File: src/rtl/store_write_arbiter.sv
// -----------------------------------------------------------------------------
// store_write_arbiter
//   Shares the data-memory write port between two store requesters. A
//   round-robin arbiter picks one requester while idle, accepts it with a
//   valid/ready handshake, and then plays the store out as memory writes, one
//   element per cycle: one beat for a scalar store, LANES beats for a vector
//   store. Ready is only offered in IDLE, so there is one idle bubble between
//   stores.
//
// Ports
//   clk            system clock, all state on the rising edge
//   rst            synchronous, active-high reset
//   reqN_valid     requester N (N=0,1) has a store pending
//   reqN_ready     requester N store is accepted this cycle if valid
//   reqN_op_type   0 = scalar store, 1 = vector store
//   reqN_base      base address of the store
//   reqN_sdata     scalar store data
//   reqN_vdata     vector store data, element i = bits [i*DATA_W +: DATA_W]
//   mem_we         memory write enable
//   mem_addr       memory write address (holds while mem_we=0)
//   mem_wdata      memory write data (holds while mem_we=0)
//   busy           high while a store is being written
//   done           one-cycle pulse on the final beat of a store
//   done_id        requester id of the completing store (valid with done)
// -----------------------------------------------------------------------------
module store_write_arbiter #(
  parameter int LANES  = 20,
  parameter int DATA_W = 10,
  parameter int ADDR_W = 6
) (
  input  logic                      clk,
  input  logic                      rst,
  input  logic                      req0_valid,
  output logic                      req0_ready,
  input  logic                      req0_op_type,
  input  logic [ADDR_W-1:0]         req0_base,
  input  logic [DATA_W-1:0]         req0_sdata,
  input  logic [LANES*DATA_W-1:0]   req0_vdata,
  input  logic                      req1_valid,
  output logic                      req1_ready,
  input  logic                      req1_op_type,
  input  logic [ADDR_W-1:0]         req1_base,
  input  logic [DATA_W-1:0]         req1_sdata,
  input  logic [LANES*DATA_W-1:0]   req1_vdata,
  output logic                      mem_we,
  output logic [ADDR_W-1:0]         mem_addr,
  output logic [DATA_W-1:0]         mem_wdata,
  output logic                      busy,
  output logic                      done,
  output logic                      done_id
);

  localparam int BEAT_W = $clog2(LANES);

  localparam logic [0:0] ST_IDLE  = 1'b0;
  localparam logic [0:0] ST_WRITE = 1'b1;

  logic [0:0]                    state;
  logic                          last_grant;
  logic                          sel;
  logic [BEAT_W-1:0]             beat;
  logic [BEAT_W-1:0]             next_beat;
  // Only elements 1..LANES-1 need to be kept: element 0 (or the scalar data)
  // goes straight onto mem_wdata at the accept edge.
  logic [(LANES-1)*DATA_W-1:0]   rest_q;

  logic                          accept;
  logic                          acc_op;
  logic [ADDR_W-1:0]             acc_base;
  logic [DATA_W-1:0]             acc_sdata;
  logic [LANES*DATA_W-1:0]       acc_vdata;

  // Round-robin select. With exactly one requester valid it wins outright;
  // otherwise (both or none) the side that was not granted last is chosen.
  // NOTE: every combinational output gets a default first so no latch is inferred.
  always_comb begin
    sel = ~last_grant;
    if (req0_valid && !req1_valid) begin
      sel = 1'b0;
    end else if (req1_valid && !req0_valid) begin
      sel = 1'b1;
    end
  end

  assign req0_ready = (state == ST_IDLE) && !sel && !rst;
  assign req1_ready = (state == ST_IDLE) &&  sel && !rst;
  assign accept     = (req0_valid && req0_ready) || (req1_valid && req1_ready);

  assign acc_op    = sel ? req1_op_type : req0_op_type;
  assign acc_base  = sel ? req1_base    : req0_base;
  assign acc_sdata = sel ? req1_sdata   : req0_sdata;
  assign acc_vdata = sel ? req1_vdata   : req0_vdata;

  assign next_beat = beat + BEAT_W'(1);
  assign busy      = (state == ST_WRITE);

  // The done register doubles as the "this is the last beat" flag: it is set
  // when the last beat is loaded, so WRITE simply finishes when done is high.
  // NOTE: sequential state uses non-blocking assignments so every flop samples
  // values from before the edge.
  always_ff @(posedge clk) begin
    if (rst) begin
      state      <= ST_IDLE;
      mem_we     <= 1'b0;
      mem_addr   <= '0;
      mem_wdata  <= '0;
      done       <= 1'b0;
      done_id    <= 1'b0;
      beat       <= '0;
      last_grant <= 1'b1;
    end else begin
      case (state)
        ST_IDLE: begin
          if (accept) begin
            last_grant <= sel;
            done_id    <= sel;
            mem_we     <= 1'b1;
            mem_addr   <= acc_base;
            mem_wdata  <= acc_op ? acc_vdata[DATA_W-1:0] : acc_sdata;
            beat       <= '0;
            done       <= ~acc_op;
            state      <= ST_WRITE;
          end
        end
        ST_WRITE: begin
          if (done) begin
            mem_we <= 1'b0;
            done   <= 1'b0;
            state  <= ST_IDLE;
          end else begin
            beat      <= next_beat;
            // Address wraps modulo 2^ADDR_W by plain overflow.
            mem_addr  <= mem_addr + ADDR_W'(1);
            // Element beat+1 of the vector sits at index beat of rest_q.
            mem_wdata <= rest_q[int'(beat)*DATA_W +: DATA_W];
            done      <= (next_beat == BEAT_W'(LANES - 1));
          end
        end
        default: begin
          state <= ST_IDLE;
        end
      endcase
    end
  end

  // NOTE: pure datapath storage carries no reset; it is only read after an
  // accept has loaded it.
  always_ff @(posedge clk) begin
    if (accept) begin
      rest_q <= acc_vdata[LANES*DATA_W-1:DATA_W];
    end
  end

endmodule

File: config.mk
export PLATFORM = sky130hd
export DESIGN_NAME = store_write_arbiter
export DESIGN_NICKNAME = d
export VERILOG_FILES = /design/src/rtl/store_write_arbiter.sv
export SDC_FILE = /design/constraint.sdc
export NUM_CORES = 1
export LEC_CHECK = 0
export ABC_AREA = 0
export CELL_PAD_IN_SITES_DETAIL_PLACEMENT = 0
export CELL_PAD_IN_SITES_GLOBAL_PLACEMENT = 1
export CORE_UTILIZATION = 35
export CTS_CLUSTER_DIAMETER = 30
export DETAILED_ROUTE_END_ITERATION = 12
export MAX_ROUTING_LAYER = met4
export PLACE_DENSITY_LB_ADDON = 0.1
export SYNTH_ARGS = -nofsm -noshare
export SYNTH_HDL_FRONTEND = slang
export SYNTH_SLANG_ARGS = --single-unit
export TNS_END_PERCENT = 5
File: constraint.sdc
create_clock -name clk -period 7.9 [get_ports clk]
set_input_delay 1.58 -clock clk [delete_from_list [all_inputs] [get_ports clk]]
set_output_delay 1.58 -clock clk [all_outputs]
set_load 0.02 [all_outputs]
[After elaboration in Yosys (flattened, before gate mapping)]
Index checks and enable logic that the tools add are counted.
Word-level totals
  register bits after elaboration: 216
  input bits: 438
  word-level logic and storage cells: 61
Cells by class
  $add $sub $neg: 2
  multipliers: 1
  equal/unequal tests: 4
  shifts and indexed selects: 1
  mux-type cells: 25
  bitwise gates (word level): 3
  reduce and logical (&&, ||, !) cells: 16
Operator list (number)
  $mux W200: 1
  $shiftx A190 B10 Y10: 1
  $mux W10: 4
  $pmux W10 S2: 1
  $mux W6: 3
  $pmux W6 S2: 1
  $mux W5: 2
  $pmux W5 S2: 1
  $mux W1: 9
  $logic_and A1 B1 Y1: 8
  $mul A5 B3 Y8 const B: 1
  $add A6 B1 Y6 const B: 1
  $ne A2 B2 Y1 const B: 3
  $pmux W1 S2: 3
  $reduce_and A2 Y1: 3
  $add A5 B1 Y5 const B: 1
  $eq A5 B5 Y1 const B: 1
  $logic_not A1 Y1: 4
  $not A1 Y1: 3
  $logic_or A1 B1 Y1: 1

[Logic depth before layout (Yosys ltp)]
  depth in word-level cells: 11
  gate-level depth with buffers: 9

[Worst setup path before layout]
No wires, ideal clock.
  path kind: input to output
  start point: input req0_valid
  end point: output req1_ready
  arrival: 2.856 ns
  data required time: 6.320 ns
  setup slack: 3.464 ns
  stages on the path: 7
  path through: nand2b_2 -> a21o_4 -> buf_6 -> buf_6 -> buf_6 -> buf_2 -> nor2_1
Between the ends
  cells in the longest elaborated chain, start to end: 6
  elaborated cells on any way between the ends: 7
RTL lines
  start, declared: RTL line 33  | input logic req0_valid,
  $logic_not A1 Y1: RTL line 80  | end else if (req1_valid && !req0_valid) begin
  $logic_and A1 B1 Y1: RTL line 80
  $mux W1: RTL line 80
  $mux W1 (*): RTL line 78  | if (req0_valid && !req1_valid) begin
  $logic_and A1 B1 Y1 (*) (2 in series): RTL line 86  | assign req1_ready = (state == ST_IDLE) && sel && !rst;
  end, declared: RTL line 40  | output logic req1_ready,
Every way passes the cells marked *; elsewhere a longest branch is shown, timed or not.

[Worst setup path in the final report]
Ends and elaborated chain as after synthesis.

==> impl_metrics.env <==
export IMPL_status="finished, final reports clean"
export IMPL_coreArea_um2=32000
export IMPL_num_vias=10300
export IMPL_synth_top_family_by_area="simple AND/OR/NAND/NOR gates"
export IMPL_synth_fa_ha_area_frac=0.00327
export IMPL_syn_inst=1238
export IMPL_drt_pass1_iter_count=5
export IMPL_antenna_found_initial=3
export IMPL_min_path_type="reg2reg"
export IMPL_cp_arrival_ns=3.50
export IMPL_ys_warn_count=0
export IMPL_dp_final_hpwl_um=28100
export IMPL_synth_xor_area_share=0
export IMPL_io_pins=460
export IMPL_critPathKind="in2out"
export IMPL_tns_ns=0
export IMPL_synth_enable_flop_cells=190
export IMPL_finalSetupViolCount=0
export IMPL_drive_above_1_share=0.0698
export IMPL_routedWlPerCell_um=17.9
export IMPL_viasPerCell=4.76
export IMPL_finClkSkew_ns=0.0192
export IMPL_crit_required_ns=6.32
export IMPL_ys_ff_latch=216
export IMPL_start_util=0.359
export IMPL_cts_buffers=54
export IMPL_post_cts_setup_buffers=0
export IMPL_startpoint_type="input pin"
export IMPL_rrSetupSlack_ns=4.90
export IMPL_max_cap_violations=0
export IMPL_r2r_start="busy"
export IMPL_syn_area_per_cell_um2=9.28
export IMPL_synth_compound_area_frac=0.0768
export IMPL_die_area_um2=33600
export IMPL_drc=0
export IMPL_yosys_top_cells_area="edfxtp_1 50%, nand2_1 21%, mux2i_1 8.8%, dfxtp_1 4.5%, a22oi_1 2.0%"
export IMPL_fmax_mhz=197
export IMPL_cts_tree="done"
export IMPL_ys_flop_type="edfxtp_1"
export IMPL_drtAntennaViolNets=0
export IMPL_yosysSeqAreaShare=0.542
export IMPL_grt_pass1_vias=10000
export IMPL_synthMuxAreaShare=0.0916
export IMPL_port_buffers=459
export IMPL_die_h_um=183
export IMPL_synth_simple_area_share=0.245
export IMPL_seq_area_um2=6230
export IMPL_finalMaxSlewViolations=0
export IMPL_place_congestion=0.813
export IMPL_wirelength_um=38700
export IMPL_postSynth_asyncResetShare=0
export IMPL_cp_end_kind="output pin"
export IMPL_synth_area_um2=11500
export IMPL_drt_iter0_drc=666
export IMPL_r2r_cells=4
export IMPL_syn_to_final_growth_pct=58.0
export IMPL_p_leak_nw=7.20
export IMPL_fin_util=0.568
export IMPL_insertion_delay_ns=0.54
export IMPL_cts_buffer_depth=3
export IMPL_path_clk_slew_ns=0.04
export IMPL_cts_root_buf="clkbuf_16"
export IMPL_path_max_fanout=54
export IMPL_period_share=0.643
export IMPL_finalCriticalPeriod_ns=5.08
export IMPL_yosysTopAreaCell="edfxtp_1"
export IMPL_cts_repair_resized=0
export IMPL_dp_cells=2056
export IMPL_syn_nets=1679
export IMPL_cts_sink_count=216
export IMPL_synth_top_area_share=0.497
export IMPL_rsz0062_at_grt="false"
export IMPL_worstHoldPathCells=2
export IMPL_num_nets_final=2118
export IMPL_crit_end="req1_ready"
export IMPL_postCtsHoldBufs=0
export IMPL_multi_input_area_um2=4780
export IMPL_grt_max_degree=205
export IMPL_hold_viol=0
export IMPL_critPathLaunch="req0_valid"
export IMPL_peakVddDrop_mv=0.150
export IMPL_fin_cells=2158
export IMPL_globalRouteOverflowTotal=0
export IMPL_max_slew_margin=0.183
export IMPL_grt_usage=0.231
export IMPL_p_per_area_nw_per_um2=241
export IMPL_tightest_slew_ns=1.22
export IMPL_htreeDepth=2
export IMPL_r2r_end="rest_q[99]"
export IMPL_nFillCells=2878
export IMPL_fp_row_count=65
export IMPL_grt_pass1_wl_um=57100
export IMPL_die_x_um=183
export IMPL_synth_cell_types=51
per-stage QoR:
stage / hold slack (ns) / power [W] / setup WS [ns] / instance area, µm²
2_1_floorplan: 0.496 / 0.00176 / 3.46 / 11500
4_1_cts: 0.470 / 0.00443 / 2.77 / 18100
3_3_place_gp: 0.456 / 0.00212 / 2.80 / 16200
6_report: 0.469 / 0.00438 / 2.82 / 18200
3_5_place_dp: 0.457 / 0.00213 / 2.78 / 16200
5_1_grt: 0.507 / 0.00455 / 2.70 / 18200
cells in the mapped netlist (11+ instances only):
cell and count:
a21oi_1 13, a22oi_1 30, a31oi_1 12, buf_2 32
buf_6 12, clkbuf_1 23, dfxtp_1 26, edfxtp_1 190
mux2i_1 101, nand2_1 636, nand3_1 24, nand4_1 11
nor2_1 14, o2111ai_1 11, o21ai_0 13
state kept, by name, summed over array words and instances (netlist names):
| signal | flops |
|---|---|
| mem_we | 1 |
| done | 1 |
| last_grant | 1 |
| mem_addr | 6 |
| done_id | 1 |
| beat | 5 |
| rest_q | 190 |
| busy | 1 |
| mem_wdata | 10 |
cells in the final DEF (no fill, tap or decap), types with 3 or more instances in the layout:
cell             synthesis  layout
o21ai_0                 13      13
a21oi_1                 13      13
edfxtp_1               190     190
diode_2                  0       3
clkbuf_1                23       6
or3_1                    3       3
dfxtp_1                 26      24
o21ai_1                  5       5
clkinv_4                 1       6
clkinv_1                 0       6
nand3_1                 24      24
ha_1                     3       3
nor2b_1                  5       5
buf_4                    4       5
clkdlybuf4s50_1          0     459
nand4_1                 11      11
clkbuf_16                0      54
nand2_1                636     636
clkinvlp_4               0       3
inv_1                    5       5
mux2i_1                101     101
bufinv_16                0      12
a22oi_1                 30      30
a31oi_1                 12      12
nor2_1                  14      14
o2bb2ai_1               10      10
o221a_2                 10      10
o2111ai_1               11      11
clkinv_2                 0      11
worst min path at each step:
stage / start / endpoint / slack [ns]
finish: mem_we / mem_we / 0.47
global route: mem_we / mem_we / 0.51
CTS: mem_we / mem_we / 0.47
detailed placement: mem_we / mem_we / 0.46
global placement: mem_we / mem_we / 0.46
floorplan: beat[3] / beat[3] / 0.50
power breakdown:
group | switching [W] | internal, W | leakage, nW
registers | 0.0000547 | 0.00138 | 2.03
logic | 0.000328 | 0.000337 | 4.25
clock network | 0.000653 | 0.00163 | 0.927
total | 0.00104 | 0.00335 | 7.20
kinds of logic after synthesis:
group | after synthesis
compound gates | 117
mux | 104
buf+inv | 88
fa+ha+maj | 3
flops | 216
simple gates | 710
critical path: stages:
cell and delay (ns):
clkdlybuf4s50_1 0.47, nand2b_2 0.25, a21o_4 0.41, nor2_1 0.17, clkdlybuf4s50_1 0.61
metal layers:
layer / global-route usage / routed length (µm) / vias up
met5: - / 0 / -
met4: 0.0583 / 564 / 0
met3: 0.0471 / 2490 / 39
met2: 0.391 / 19400 / 374
met1: 0.282 / 16200 / 4703
li1: - / - / 5149
cell type report:
type	count	share of cell area
diodes	3	0.000414
inverters	6	0.00165
clock inverters	39	0.0292
well taps	435	0.0300
flip-flops and latches	216	0.343
repair buffers	465	0.256
multi-input cells	934	0.263
clock buffers	60	0.0757
(Power assumes the default switching activity.)
